<file path="config.mk">
export PLATFORM = sky130hd
export DESIGN_NAME = uart_tx_fifo
export DESIGN_NICKNAME = d
export VERILOG_FILES = /design/src/rtl/uart_tx_fifo_pkg.sv /design/src/rtl/uart_tx_sync_fifo.sv /design/src/rtl/uart_tx_fifo.sv
export SDC_FILE = /design/constraint.sdc
export NUM_CORES = 1
export LEC_CHECK = 0
export CAP_MARGIN = 20
export CORE_MARGIN = 3
export CORE_UTILIZATION = 61
export CTS_CLUSTER_DIAMETER = 50
export DETAILED_ROUTE_END_ITERATION = 6
export GPL_ROUTABILITY_DRIVEN = 1
export GPL_TIMING_DRIVEN = 0
export HOLD_SLACK_MARGIN = 0.08
export PLACE_DENSITY = 0.81
export SYNTH_ARGS = -nofsm -noshare
export SYNTH_HDL_FRONTEND = slang
export SYNTH_HIERARCHICAL = 1
export SYNTH_SLANG_ARGS = --single-unit
</file>
<file path="constraint.sdc">
create_clock -name i_Clock -period 9.2 [get_ports i_Clock]
set_input_delay 1.38 -clock i_Clock [delete_from_list [all_inputs] [get_ports i_Clock]]
set_output_delay 1.38 -clock i_Clock [all_outputs]
set_load 0.1 [all_outputs]
</file>
<file path="src/rtl/uart_tx_fifo_pkg.sv">
// Shared definitions for the buffered 8N1 UART transmitter.
// Latency: n/a (types and constants only).
// Backpressure: n/a.
package uart_tx_fifo_pkg;

    // Transmit FSM encodings; values are fixed so waveforms read the same across builds
    typedef enum logic [1:0] {
        ST_IDLE  = 2'd0,
        ST_START = 2'd1,
        ST_DATA  = 2'd2,
        ST_STOP  = 2'd3
    } tx_state_e;

    // 8N1 framing: start + 8 data + stop
    localparam int DATA_BITS  = 8;
    localparam int FRAME_BITS = 10;

endpackage

</file>
<file path="src/rtl/uart_tx_sync_fifo.sv">
// Single-clock FIFO holding bytes waiting for the transmitter.
// Latency: a pushed word is visible on pop_dat_o and counted from the edge after the push.
// Backpressure: pushes while full and pops while empty are ignored; full_o does not look ahead at a same-cycle pop.
module uart_tx_sync_fifo #(
    parameter int WIDTH = 8,
    parameter int DEPTH = 8
) (
    input  logic                         clk_i,
    input  logic                         rst_n_i,
    input  logic                         push_i,
    input  logic [WIDTH-1:0]             push_dat_i,
    input  logic                         pop_i,
    output logic [WIDTH-1:0]             pop_dat_o,
    output logic                         full_o,
    output logic                         empty_o,
    output logic [$clog2(DEPTH+1)-1:0]   count_o
);

    localparam int AW = $clog2(DEPTH);
    localparam int CW = $clog2(DEPTH + 1);

    logic [WIDTH-1:0] mem_q [DEPTH];
    logic [AW-1:0]    wr_ptr_q;
    logic [AW-1:0]    rd_ptr_q;
    logic [CW-1:0]    count_q;
    logic             do_push;
    logic             do_pop;

    assign full_o    = (count_q == CW'(DEPTH));
    assign empty_o   = (count_q == '0);
    assign do_push   = push_i && !full_o;
    assign do_pop    = pop_i && !empty_o;
    assign pop_dat_o = mem_q[rd_ptr_q];
    assign count_o   = count_q;

    // Pointer and occupancy tracking; pointers wrap naturally because DEPTH is a power of two
    always_ff @(posedge clk_i or negedge rst_n_i) begin
        if (!rst_n_i) begin
            wr_ptr_q <= '0;
            rd_ptr_q <= '0;
            count_q  <= '0;
        end else begin
            if (do_push) wr_ptr_q <= wr_ptr_q + AW'(1);
            if (do_pop)  rd_ptr_q <= rd_ptr_q + AW'(1);
            case ({do_push, do_pop})
                2'b10:   count_q <= count_q + CW'(1);
                2'b01:   count_q <= count_q - CW'(1);
                default: count_q <= count_q;
            endcase
        end
    end

    // Storage array; contents are don't-care after reset since the pointers are cleared
    always_ff @(posedge clk_i) begin
        if (do_push) mem_q[wr_ptr_q] <= push_dat_i;
    end

endmodule

</file>
<file path="src/rtl/uart_tx_fifo.sv">
// Buffered UART transmitter: queues bytes and sends them as back-to-back 8N1 frames.
// Latency: start bit drives the line one edge after a byte is accepted into an idle, empty block; frame = 10*CLKS_PER_BIT cycles.
// Backpressure: o_Tx_Ready drops when the queue is full; writes while not ready are dropped.
module uart_tx_fifo
    import uart_tx_fifo_pkg::*;
#(
    parameter int CLKS_PER_BIT = 23,
    parameter int FIFO_DEPTH   = 8
) (
    input  logic                              i_Clock,
    input  logic                              i_Rst_L,
    input  logic                              i_Tx_DV,
    input  logic [7:0]                        i_Tx_Byte,
    output logic                              o_Tx_Ready,
    output logic                              o_Tx_Serial,
    output logic                              o_Tx_Active,
    output logic                              o_Tx_Done,
    output logic [$clog2(FIFO_DEPTH+1)-1:0]   o_Fifo_Count
);

    localparam int CNT_W = $clog2(CLKS_PER_BIT);
    localparam int IDX_W = $clog2(DATA_BITS);

    tx_state_e            state_q;
    logic [CNT_W-1:0]     cnt_q;
    logic [IDX_W-1:0]     bit_idx_q;
    logic [DATA_BITS-1:0] shift_q;
    logic                 serial_q;
    logic                 active_q;
    logic                 done_q;

    logic                 fifo_full;
    logic                 fifo_empty;
    logic                 fifo_pop;
    logic [7:0]           fifo_dat;
    logic                 bit_last;
    logic                 done_next;

    assign bit_last  = (cnt_q == CNT_W'(CLKS_PER_BIT - 1));
    // Done is registered, so it is raised one cycle early to land on the final stop-bit cycle
    assign done_next = (state_q == ST_STOP) && (cnt_q == CNT_W'(CLKS_PER_BIT - 2));
    // Byte leaves the queue either when idle or exactly at the stop-bit boundary (no idle gap)
    assign fifo_pop  = !fifo_empty && ((state_q == ST_IDLE) || ((state_q == ST_STOP) && bit_last));

    uart_tx_sync_fifo #(
        .WIDTH (8),
        .DEPTH (FIFO_DEPTH)
    ) u_fifo (
        .clk_i      (i_Clock),
        .rst_n_i    (i_Rst_L),
        .push_i     (i_Tx_DV),
        .push_dat_i (i_Tx_Byte),
        .pop_i      (fifo_pop),
        .pop_dat_o  (fifo_dat),
        .full_o     (fifo_full),
        .empty_o    (fifo_empty),
        .count_o    (o_Fifo_Count)
    );

    // Frame sequencer: owns bit timing, the shift register and all registered line outputs
    always_ff @(posedge i_Clock or negedge i_Rst_L) begin
        if (!i_Rst_L) begin
            state_q   <= ST_IDLE;
            cnt_q     <= '0;
            bit_idx_q <= '0;
            shift_q   <= '0;
            serial_q  <= 1'b1;
            active_q  <= 1'b0;
            done_q    <= 1'b0;
        end else begin
            done_q <= done_next;
            case (state_q)
                ST_IDLE: begin
                    cnt_q <= '0;
                    if (!fifo_empty) begin
                        shift_q   <= fifo_dat;
                        bit_idx_q <= '0;
                        serial_q  <= 1'b0;
                        active_q  <= 1'b1;
                        state_q   <= ST_START;
                    end else begin
                        serial_q <= 1'b1;
                        active_q <= 1'b0;
                    end
                end
                ST_START: begin
                    if (bit_last) begin
                        cnt_q    <= '0;
                        serial_q <= shift_q[0];
                        state_q  <= ST_DATA;
                    end else begin
                        cnt_q <= cnt_q + CNT_W'(1);
                    end
                end
                ST_DATA: begin
                    if (bit_last) begin
                        cnt_q <= '0;
                        if (bit_idx_q == IDX_W'(DATA_BITS - 1)) begin
                            serial_q <= 1'b1;
                            state_q  <= ST_STOP;
                        end else begin
                            bit_idx_q <= bit_idx_q + IDX_W'(1);
                            serial_q  <= shift_q[bit_idx_q + IDX_W'(1)];
                        end
                    end else begin
                        cnt_q <= cnt_q + CNT_W'(1);
                    end
                end
                ST_STOP: begin
                    if (bit_last) begin
                        cnt_q <= '0;
                        if (!fifo_empty) begin
                            shift_q   <= fifo_dat;
                            bit_idx_q <= '0;
                            serial_q  <= 1'b0;
                            state_q   <= ST_START;
                        end else begin
                            active_q <= 1'b0;
                            state_q  <= ST_IDLE;
                        end
                    end else begin
                        cnt_q <= cnt_q + CNT_W'(1);
                    end
                end
                default: state_q <= ST_IDLE;
            endcase
        end
    end

    assign o_Tx_Ready  = !fifo_full;
    assign o_Tx_Serial = serial_q;
    assign o_Tx_Active = active_q;
    assign o_Tx_Done   = done_q;

endmodule

</file>
==> results of run 1 <==
==> layout make-up <==
| type | count | area, um^2 | share of cell area [%] |
|---|---|---|---|
| sequential | 95 | 2700 | 55.8 |
| multi-input combinational | 142 | 1520 | 31.4 |
| timing repair buffer | 22 | 228 | 4.71 |
| clock buffer | 11 | 141 | 2.92 |
| tap | 96 | 120 | 2.48 |
| buffer | 6 | 48.8 | 1.01 |
| inverter | 13 | 48.8 | 1.01 |
| clock inverter | 5 | 35.0 | 0.724 |
==> Yosys cell counts, types with 3 or more instances <==
| master | count |
|---|---|
| edfxtp_1 | 64 |
| dfrtp_1 | 30 |
| mux2_2 | 21 |
| mux4_1 | 18 |
| ha_1 | 15 |
| nor2_1 | 15 |
| inv_1 | 13 |
| nand2_1 | 10 |
| xnor2_1 | 6 |
| nand3_1 | 5 |
| a21oi_1 | 4 |
| o21ai_0 | 4 |
| nor3b_1 | 3 |
==> worst max-delay path by stage <==
stage	end	from	cells past startpoint	slack [ps]
2_1_floorplan	u_fifo/count_o[3]	u_fifo/count_o[0]	9	5490
3_3_place_gp	u_fifo/count_o[3]	u_fifo/count_o[0]	9	5470
3_5_place_dp	u_fifo/count_o[3]	i_Tx_DV	7	5470
4_1_cts	o_Tx_Ready	u_fifo/count_o[0]	4	5280
5_1_grt	o_Tx_Ready	u_fifo/count_o[0]	4	5230
6_report	o_Tx_Ready	u_fifo/count_o[0]	4	5300
==> state kept, by name (all words and copies together) (netlist names) <==
| signal | flops |
|---|---|
| bit_idx_q | 3 |
| cnt_q | 5 |
| o_Tx_Active | 1 |
| o_Tx_Done | 1 |
| o_Tx_Serial | 1 |
| shift_q | 8 |
| state_q | 2 |
| u_fifo/count_o | 4 |
| u_fifo/mem_q | 64 |
| u_fifo/rd_ptr_q | 3 |
| u_fifo/wr_ptr_q | 3 |
==> kinds of logic after synthesis <==
logic type | Yosys count | synth area share [%]
XOR/XNOR | 8 | 1.62
multiplexers | 41 | 16.9
AO/OA/AOI/OAI | 24 | 4.44
flip-flops | 95 | 62.6
AND/OR/NAND/NOR | 53 | 7.37
adder cells (fa/ha/maj) | 16 | 4.82
buffers and inverters | 19 | 2.26
==> routing by layer <==
layer	vias up	global-route usage (%)	share of wire, %
li1	1068	-	-
met4	0	5.99	0.84
met1	1138	25.2	43
met3	4	5.10	4.0
met2	48	31.4	52
met5	-	0	0
==> worst max-delay path: stages (launching register included) <==
cell and delay, ps:
dfrtp_1 480, or4b_4 620, inv_1 70, inv_1 30, clkdlybuf4s50_1 950
==> power by group through the flow <==
stage	Clock (uW)	Combinational (uW)	Sequential [uW]
global route	275	240	558
global placement	0	215	558
CTS	251	225	553
detailed placement	0	225	562
finish	244	223	552
floorplan	0	99.7	614
==> per-stage QoR <==
| step | power, uW | hold WS, ps | setup slack (ps) | util [%] |
|---|---|---|---|---|
| floorplan | 714 | 470 | 5490 | - |
| global placement | 773 | 484 | 5470 | 67.5 |
| detailed placement | 787 | 496 | 5470 | 68.2 |
| CTS | 1030 | 515 | 5280 | 70.8 |
| global route | 1070 | 537 | 5230 | 70.8 |
| finish | 1020 | 510 | 5300 | 70.8 |
==> flow_summary.yaml, run 1 <==
critical_path:
  crit_fanout: 8
  worstPathRequired_ps: 7820
  rr_startpoint: "u_fifo/count_o[0]"
  crit_type: "register to output port"
  reg2reg_to: "u_fifo/count_o[3]"
  cp-end-kind: "output port"
  cp.arrival_ps: 2520
  worstSetupStartpointType: "register"
  reg2reg_slack_ps: 5900
  worst-r2r-cell-count: 9
timing:
  setup-tns-final_ps: 0
  min_period_ps: 3900
  final-max-slew-violation-count: 0
  worstMarginPinSlew_ps: 970
  fin_crit_sh_pct: 42.4
  setup_viol: 0
  finalClockSkew_ps: 11.6
  fmax_mhz: 256
  maxSlewHeadroom_pct: 35.1
  hold_violations: 0
  rsz0062_at_grt: "no"
clock_tree:
  clkTransAtPathRegs_ps: 90
  cts_setup_buffers: 0
  ctsHoldBuffers: 0
  cts_buffers: 9
  clockRootBuffer: "clkbuf_8"
  insertion_delay_ps: 350
  htreeDepth: 3
  post_cts_resized: 0
  tritoncts: "yes"
  cts_sinks: 95
  clockBufferDepth: 2
yosys:
  synth-async-reset-ratio_pct: 32.6
  syn_area_um2: 4310
  synth.top_cell.area_share_pct: 44.6
  synth_nets: 283
  yosysWarnings: 6
  yosys_most_used_dff: "edfxtp_1"
  yosysUniqueCellTypes: 53
  synth_edf_count: 64
  synthTopCellsByArea: "edfxtp_1, dfrtp_1, mux4_1"
  syn_avg_cell_area_um2: 16.8
  synth_top_area_cell: "edfxtp_1"
  synth-seq-cells: 95
  yosysSeqAreaShare_pct: 62.6
  synth_cells: 256
route:
  wirelength_mm: 7.04
  routedWlPerCell_um: 18.0
  firstDrtPassIters: 5
  ant_nets: 0
  via_count: 2258
  vias_per_cell: 5.79
  drc_errors: 0
  drt_iter0_markers: 78
finish:
  nets: 316
  drive_gt1_share_pct: 19.4
  stdcell_area_um2: 4840
  layout_common_cells: "edfxtp_1, dfrtp_1, mux2_2, mux4_1, clkdlybuf4s50_1"
  area_growth_pct: 12.2
  fillers: 457
  final_cells: 390
  antenna_cells: 0
  mostFrequentLayoutCell: "edfxtp_1"
place:
  post-place-cells: 374
  place_congestion: 0.792
  io_buffers: 18
  dp_hpwl_mm: 4.87
  place_area_um2: 4660
pwr:
  p_sw_uw: 324
  clkPwrFrac_pct: 23.9
  p_int_uw: 695
  pwr-share-seq_pct: 54.2
  p_comb_share_pct: 21.9
  swShare_pct: 31.8
  cellPowerDensity_nw_per_um2: 211
  vdd.ir_drop.worst_v: 0.000185
  p_leak_uw: 0.00180
die:
  dieHeight_um: 90.1
  die_area_um2: 8120
  die_w_um: 90.1
  start_util_pct: 63.1
  num_rows: 30
  ios: 19
  core_area_um2: 6830
global_route:
  grt_max_degree: 21
  first_global_vias: 2276
  gr-usage-all-layers_pct: 19.1
  grt.overflow.total: 0
  antenna_found_initial: 0
  grt_pass1_wl_mm: 11.8
run:
  max_cap_violations: 0
run_status:
  outcome: "finished clean"
min_path:
  hold_start: "o_Tx_Active"
  min_delay_path_depth: 1
  hold_end: "o_Tx_Active"
  hold_class: "register to register"
Note: power is estimated with default switching activity, not from simulation.
==> run 2: changes to the inputs <==
--- a/config.mk
+++ b/config.mk
@@ -7,13 +7,13 @@
 export LEC_CHECK = 0
 export CAP_MARGIN = 20
 export CORE_MARGIN = 3
-export CORE_UTILIZATION = 61
+export CORE_UTILIZATION = 60
 export CTS_CLUSTER_DIAMETER = 50
 export DETAILED_ROUTE_END_ITERATION = 6
 export GPL_ROUTABILITY_DRIVEN = 1
 export GPL_TIMING_DRIVEN = 0
 export HOLD_SLACK_MARGIN = 0.08
-export PLACE_DENSITY = 0.81
+export PLACE_DENSITY = 0.8
 export SYNTH_ARGS = -nofsm -noshare
 export SYNTH_HDL_FRONTEND = slang
 export SYNTH_HIERARCHICAL = 1
==> constraint.sdc (replaced) <==
create_clock -name i_Clock -period 4 [get_ports i_Clock]
set_input_delay 0.6 -clock i_Clock [delete_from_list [all_inputs] [get_ports i_Clock]]
set_output_delay 0.6 -clock i_Clock [all_outputs]
set_load 0.1 [all_outputs]
==> run 2 against run 1 <==
Compared with the run above:
- register-to-register slack worse by 5100 ps
- worst setup slack worse by 4500 ps
- final cell count stayed put
- clock-buffer cell count is 2 lower
- first-iteration DRC count is 67% higher
- largest power group unchanged
==> flow_summary.yaml, run 2 (same netlist as run 1, synthesis figures left out) <==
finish:
  area_growth_pct: 12.5
  drive_gt1_share_pct: 19.4
  fin_util_pct: 70.6
  fillers: 439
  largest_reg_flops: 64
  final_cells: 390
  stdcell_area_um2: 4850
  antenna_cells: 0
  nets: 316
  layout_common_cells: "edfxtp_1, dfrtp_1, mux2_2, mux4_1, clkdlybuf4s50_1"
  mostFrequentLayoutCell: "edfxtp_1"
  reg_top3: "u_fifo/mem_q x64, shift_q x8, cnt_q x5"
  top_register: "u_fifo/mem_q"
route:
  via_count: 2263
  vias_per_cell: 5.80
  ant_nets: 0
  routedWlPerCell_um: 18.5
  drc_errors: 0
  firstDrtPassIters: 4
  drt_iter0_markers: 130
  wirelength_mm: 7.23
place:
  place_congestion: 0.812
  io_buffers: 18
  place_area_um2: 4660
  place_ws_ps: 768
  post-place-cells: 374
  dp_hpwl_mm: 5.09
global_route:
  gr-usage-met1_pct: 24.4
  use_met2_pct: 32.4
  grt_pass1_wl_mm: 11.9
  grt-busiest-layer: "met2"
  gr-usage-all-layers_pct: 19.0
  grtUsageMet3_pct: 4.25
  first_global_vias: 2318
  grt.overflow.total: 0
  grt_max_degree: 19
  antenna_found_initial: 0
timing:
  hold_violations: 0
  maxSlewHeadroom_pct: 35.6
  setup_viol: 0
  fmax_mhz: 308
  rsz0062_at_grt: "no"
  setup-tns-final_ps: 0
  final-max-slew-violation-count: 0
  setup_ws_ps: 752
  fin_crit_sh_pct: 81.2
  worstMarginPinSlew_ps: 964
  finalClockSkew_ps: 9.52
  min_period_ps: 3250
die:
  die_w_um: 90.8
  start_util_pct: 62.8
  num_rows: 30
  die_area_um2: 8240
  ios: 19
  core_area_um2: 6870
  dieHeight_um: 90.8
clock_tree:
  clockRootBuffer: "clkbuf_8"
  htreeDepth: 3
  tritoncts: "yes"
  post_cts_resized: 0
  cts_buffers: 9
  cts_sinks: 95
  insertion_delay_ps: 350
  clkTransAtPathRegs_ps: 100
  cts_setup_buffers: 0
  clockBufferDepth: 2
  ctsHoldBuffers: 0
pwr:
  vdd.ir_drop.worst_v: 0.000298
  cellPowerDensity_nw_per_um2: 493
  p_leak_uw: 0.00181
min_path:
  hold_class: "register to register"
critical_path:
  crit_type: "register to register"
  crit_fanout: 9
  cp.arrival_ps: 3480
  cp-end-kind: "register"
  worstSetupStartpointType: "register"
  worstPathRequired_ps: 4230
run_status:
  outcome: "finished clean"
run:
  max_cap_violations: 0
run 2: cell type report:
cell class	instances	area [um^2]	area share, %
multi-input cells	142	1520	31.3
flip-flops and latches	95	2700	55.6
repair buffers	22	228	4.69
inverters	13	48.8	1.01
well taps	96	120	2.48
clock inverters	7	66.3	1.37
clock buffers	9	124	2.55
plain buffers	6	48.8	1.01
run 2: critical path: stages, from the launching register on:
cell      delay [ps]
dfrtp_1          430
inv_1             60
ha_1             250
and4b_2          280
a21oi_1          160
nor2_1            80
o41ai_2          120
inv_1            170
ha_1             310
ha_1             370
or4b_2           640
o311ai_0         130
o211ai_1         130
run 2: power breakdown:
part,switching (uW),internal [uW],leakage (uW)
logic,350,168,0.000763
registers,82.6,1190,0.000952
clock network,359,240,0.0000965
run 2: metrics by stage:
stage / hold WS [ps] / total power [uW]
floorplan: 304 / 1640
global placement: 483 / 1780
detailed placement: 498 / 1810
CTS: 520 / 2400
global route: 540 / 2490
finish: 513 / 2390
run 2: path summary, 6_finish.rpt:
| path | start | endpoint | slack [ps] | cells past startpoint |
|---|---|---|---|---|
| min in group asynchronous | i_Rst_L | shift_q[6] | 670 | 1 |
| worst min register to register | shift_q[7] | shift_q[7] | 510 | 1 |
| worst min-delay path | shift_q[7] | shift_q[7] | 510 | 1 |
| worst max-delay path | cnt_q[0] | u_fifo/count_o[3] | 750 | 12 |
| max in group asynchronous | i_Rst_L | u_fifo/rd_ptr_q[1] | 2780 | 2 |
| worst max register to register | cnt_q[0] | u_fifo/count_o[3] | 750 | 12 |
run 2: per-layer routing:
metal / routed length (um) / part of all wire [%]
met1: 3170 / 44
met2: 3730 / 52
met3: 293 / 4.1
met4: 41 / 0.57
met5: 0 / 0
==> run 3: changes to the inputs <==
==> constraint.sdc (replaced) <==
create_clock -name i_Clock -period 3.25 [get_ports i_Clock]
set_input_delay 0.4875 -clock i_Clock [delete_from_list [all_inputs] [get_ports i_Clock]]
set_output_delay 0.4875 -clock i_Clock [all_outputs]
set_load 0.1 [all_outputs]
==> run 3 against run 2 <==
Compared with the run above:
- sequential share of layout area shrank 0.56 points
- clock power grew 31%
- utilization grew 0.86 points
- highest routed layer unchanged
- critical path type unchanged
- routed wire length grew 6.8%
- register-to-register slack lost 600 ps
==> flow_summary.yaml, run 3 (same netlist as run 1, synthesis figures left out) <==
run_status:
  outcome: "finished clean"
finish:
  top_register: "u_fifo/mem_q"
  final_cells: 394
  reg_top3: "u_fifo/mem_q x64, shift_q x8, cnt_q x5"
  layout_common_cells: "edfxtp_1, dfrtp_1, mux2_2, mux4_1, clkdlybuf4s50_1"
  stdcell_area_um2: 4910
  nets: 320
  area_growth_pct: 13.8
  drive_gt1_share_pct: 23.5
  mostFrequentLayoutCell: "edfxtp_1"
  largest_reg_flops: 64
  antenna_cells: 0
timing:
  maxSlewHeadroom_pct: 35.1
  hold_violations: 0
  fmax_mhz: 323
  setup_ws_ps: 155
  setup_viol: 0
  final-max-slew-violation-count: 0
  min_period_ps: 3090
  worstMarginPinSlew_ps: 970
  finalClockSkew_ps: 16.4
  fin_crit_sh_pct: 95.2
route:
  via_count: 2299
  vias_per_cell: 5.84
  ant_nets: 0
  wirelength_mm: 7.72
  drt_iter0_markers: 106
  firstDrtPassIters: 4
  drc_errors: 0
  routedWlPerCell_um: 19.6
global_route:
  first_global_vias: 2358
  gr-usage-all-layers_pct: 20.2
  grt.overflow.total: 0
  use_met2_pct: 34.2
  grt-busiest-layer: "met2"
  grt_max_degree: 32
  antenna_found_initial: 0
  grtUsageMet3_pct: 2.92
  grt_pass1_wl_mm: 12.4
  gr-usage-met1_pct: 26.4
critical_path:
  cp_cell_sequence: "inv_1, ha_2, and4b_2, a21oi_2, nor2_1, o41ai_2, inv_1, ha_4, ha_1, or4b_2, o311ai_0, o211ai_1"
  worstPathRequired_ps: 3470
  crit_fanout: 9
  path_common_cell: "inv_1"
  worstSetupStartpointType: "register"
  critical_path.max_stage_delay_ps: 640
  crit_path_top_delay_cell: "or4b_2"
  cp.arrival_ps: 3320
  cp-end-kind: "register"
  crit_type: "register to register"
clock_tree:
  cts_sinks: 95
  clkTransAtPathRegs_ps: 100
  htreeDepth: 3
  cts_buffers: 9
  tritoncts: "yes"
  insertion_delay_ps: 350
  clockBufferDepth: 2
  clockRootBuffer: "clkbuf_8"
place:
  place_ws_ps: -7.97
  dp_hpwl_mm: 5.50
  place_congestion: 0.801
  place_area_um2: 4640
  post-place-cells: 372
  io_buffers: 18
pwr:
  p_leak_uw: 0.00182
  cellPowerDensity_nw_per_um2: 620
  vdd.ir_drop.worst_v: 0.000402
die:
  start_util_pct: 62.8
  num_rows: 30
  core_area_um2: 6870
  die_area_um2: 8240
  ios: 19
  dieHeight_um: 90.8
  die_w_um: 90.8
min_path:
  hold_class: "primary input to asynchronous set/reset pin"
run:
  max_cap_violations: 0
run 3: power by group:
part | leakage (uW) | switching [uW] | internal [uW]
sequential | 0.000947 | 122 | 1470
combinational | 0.000778 | 444 | 224
clock | 0.0000998 | 418 | 365
total | 0.00182 | 985 | 2060
run 3: metrics by stage:
| step | utilization [%] | total power, uW | TNS, ps | hold slack (ps) |
|---|---|---|---|---|
| after detailed placement | 67.6 | 2270 | -7.97 | 493 |
| after floorplan | - | 2040 | 0 | 192 |
| after global routing | 71.5 | 3180 | -30.5 | 225 |
| final | 71.5 | 3040 | 0 | 182 |
| after CTS | 70.6 | 3040 | 0 | 185 |
| after global placement | 67.4 | 2210 | 0 | 484 |
run 3: layer usage:
layer | up-vias | part of all wire [%]
met4 | 0 | 1.4
met5 | - | 0
met3 | 9 | 3.6
met2 | 51 | 52
li1 | 1083 | -
met1 | 1156 | 43
run 3: what timing repair did:
item	CTS	global route
buffers inserted	0	6
resized for setup	1	4
pin swaps	0	1
setup endpoints to repair	1	1
hold buffers	0	0
run 3: final timing paths:
path,from,endpoint,slack (ps),cells after the start
worst max-delay path,cnt_q[0],u_fifo/count_o[3],160,12
worst min-delay path,i_Rst_L,cnt_q[2],180,1
worst max register to register,cnt_q[0],u_fifo/count_o[3],160,12
worst min register to register,shift_q[2],shift_q[2],510,1
max in group asynchronous,i_Rst_L,u_fifo/count_o[3],2550,1
min in group i_Clock,shift_q[2],shift_q[2],510,1
run 3: area by class of cell:
cell class	instances	area [um^2]
Clock inverter	7	78.8
Inverter	13	48.8
Sequential cell	95	2700
Fill cell	437	1960
Timing Repair Buffer	26	235
Multi-Input combinational cell	142	1550
Tap cell	96	120
Buffer	6	48.8
Clock buffer	9	124
run 3: worst max-delay path: cells and delay by family (launching register included):
family          cells  cell delay [ps]
simple gates        3             1120
fa+ha+maj           3              710
compound gates      4              470
flops               1              440
buf+inv             2              220
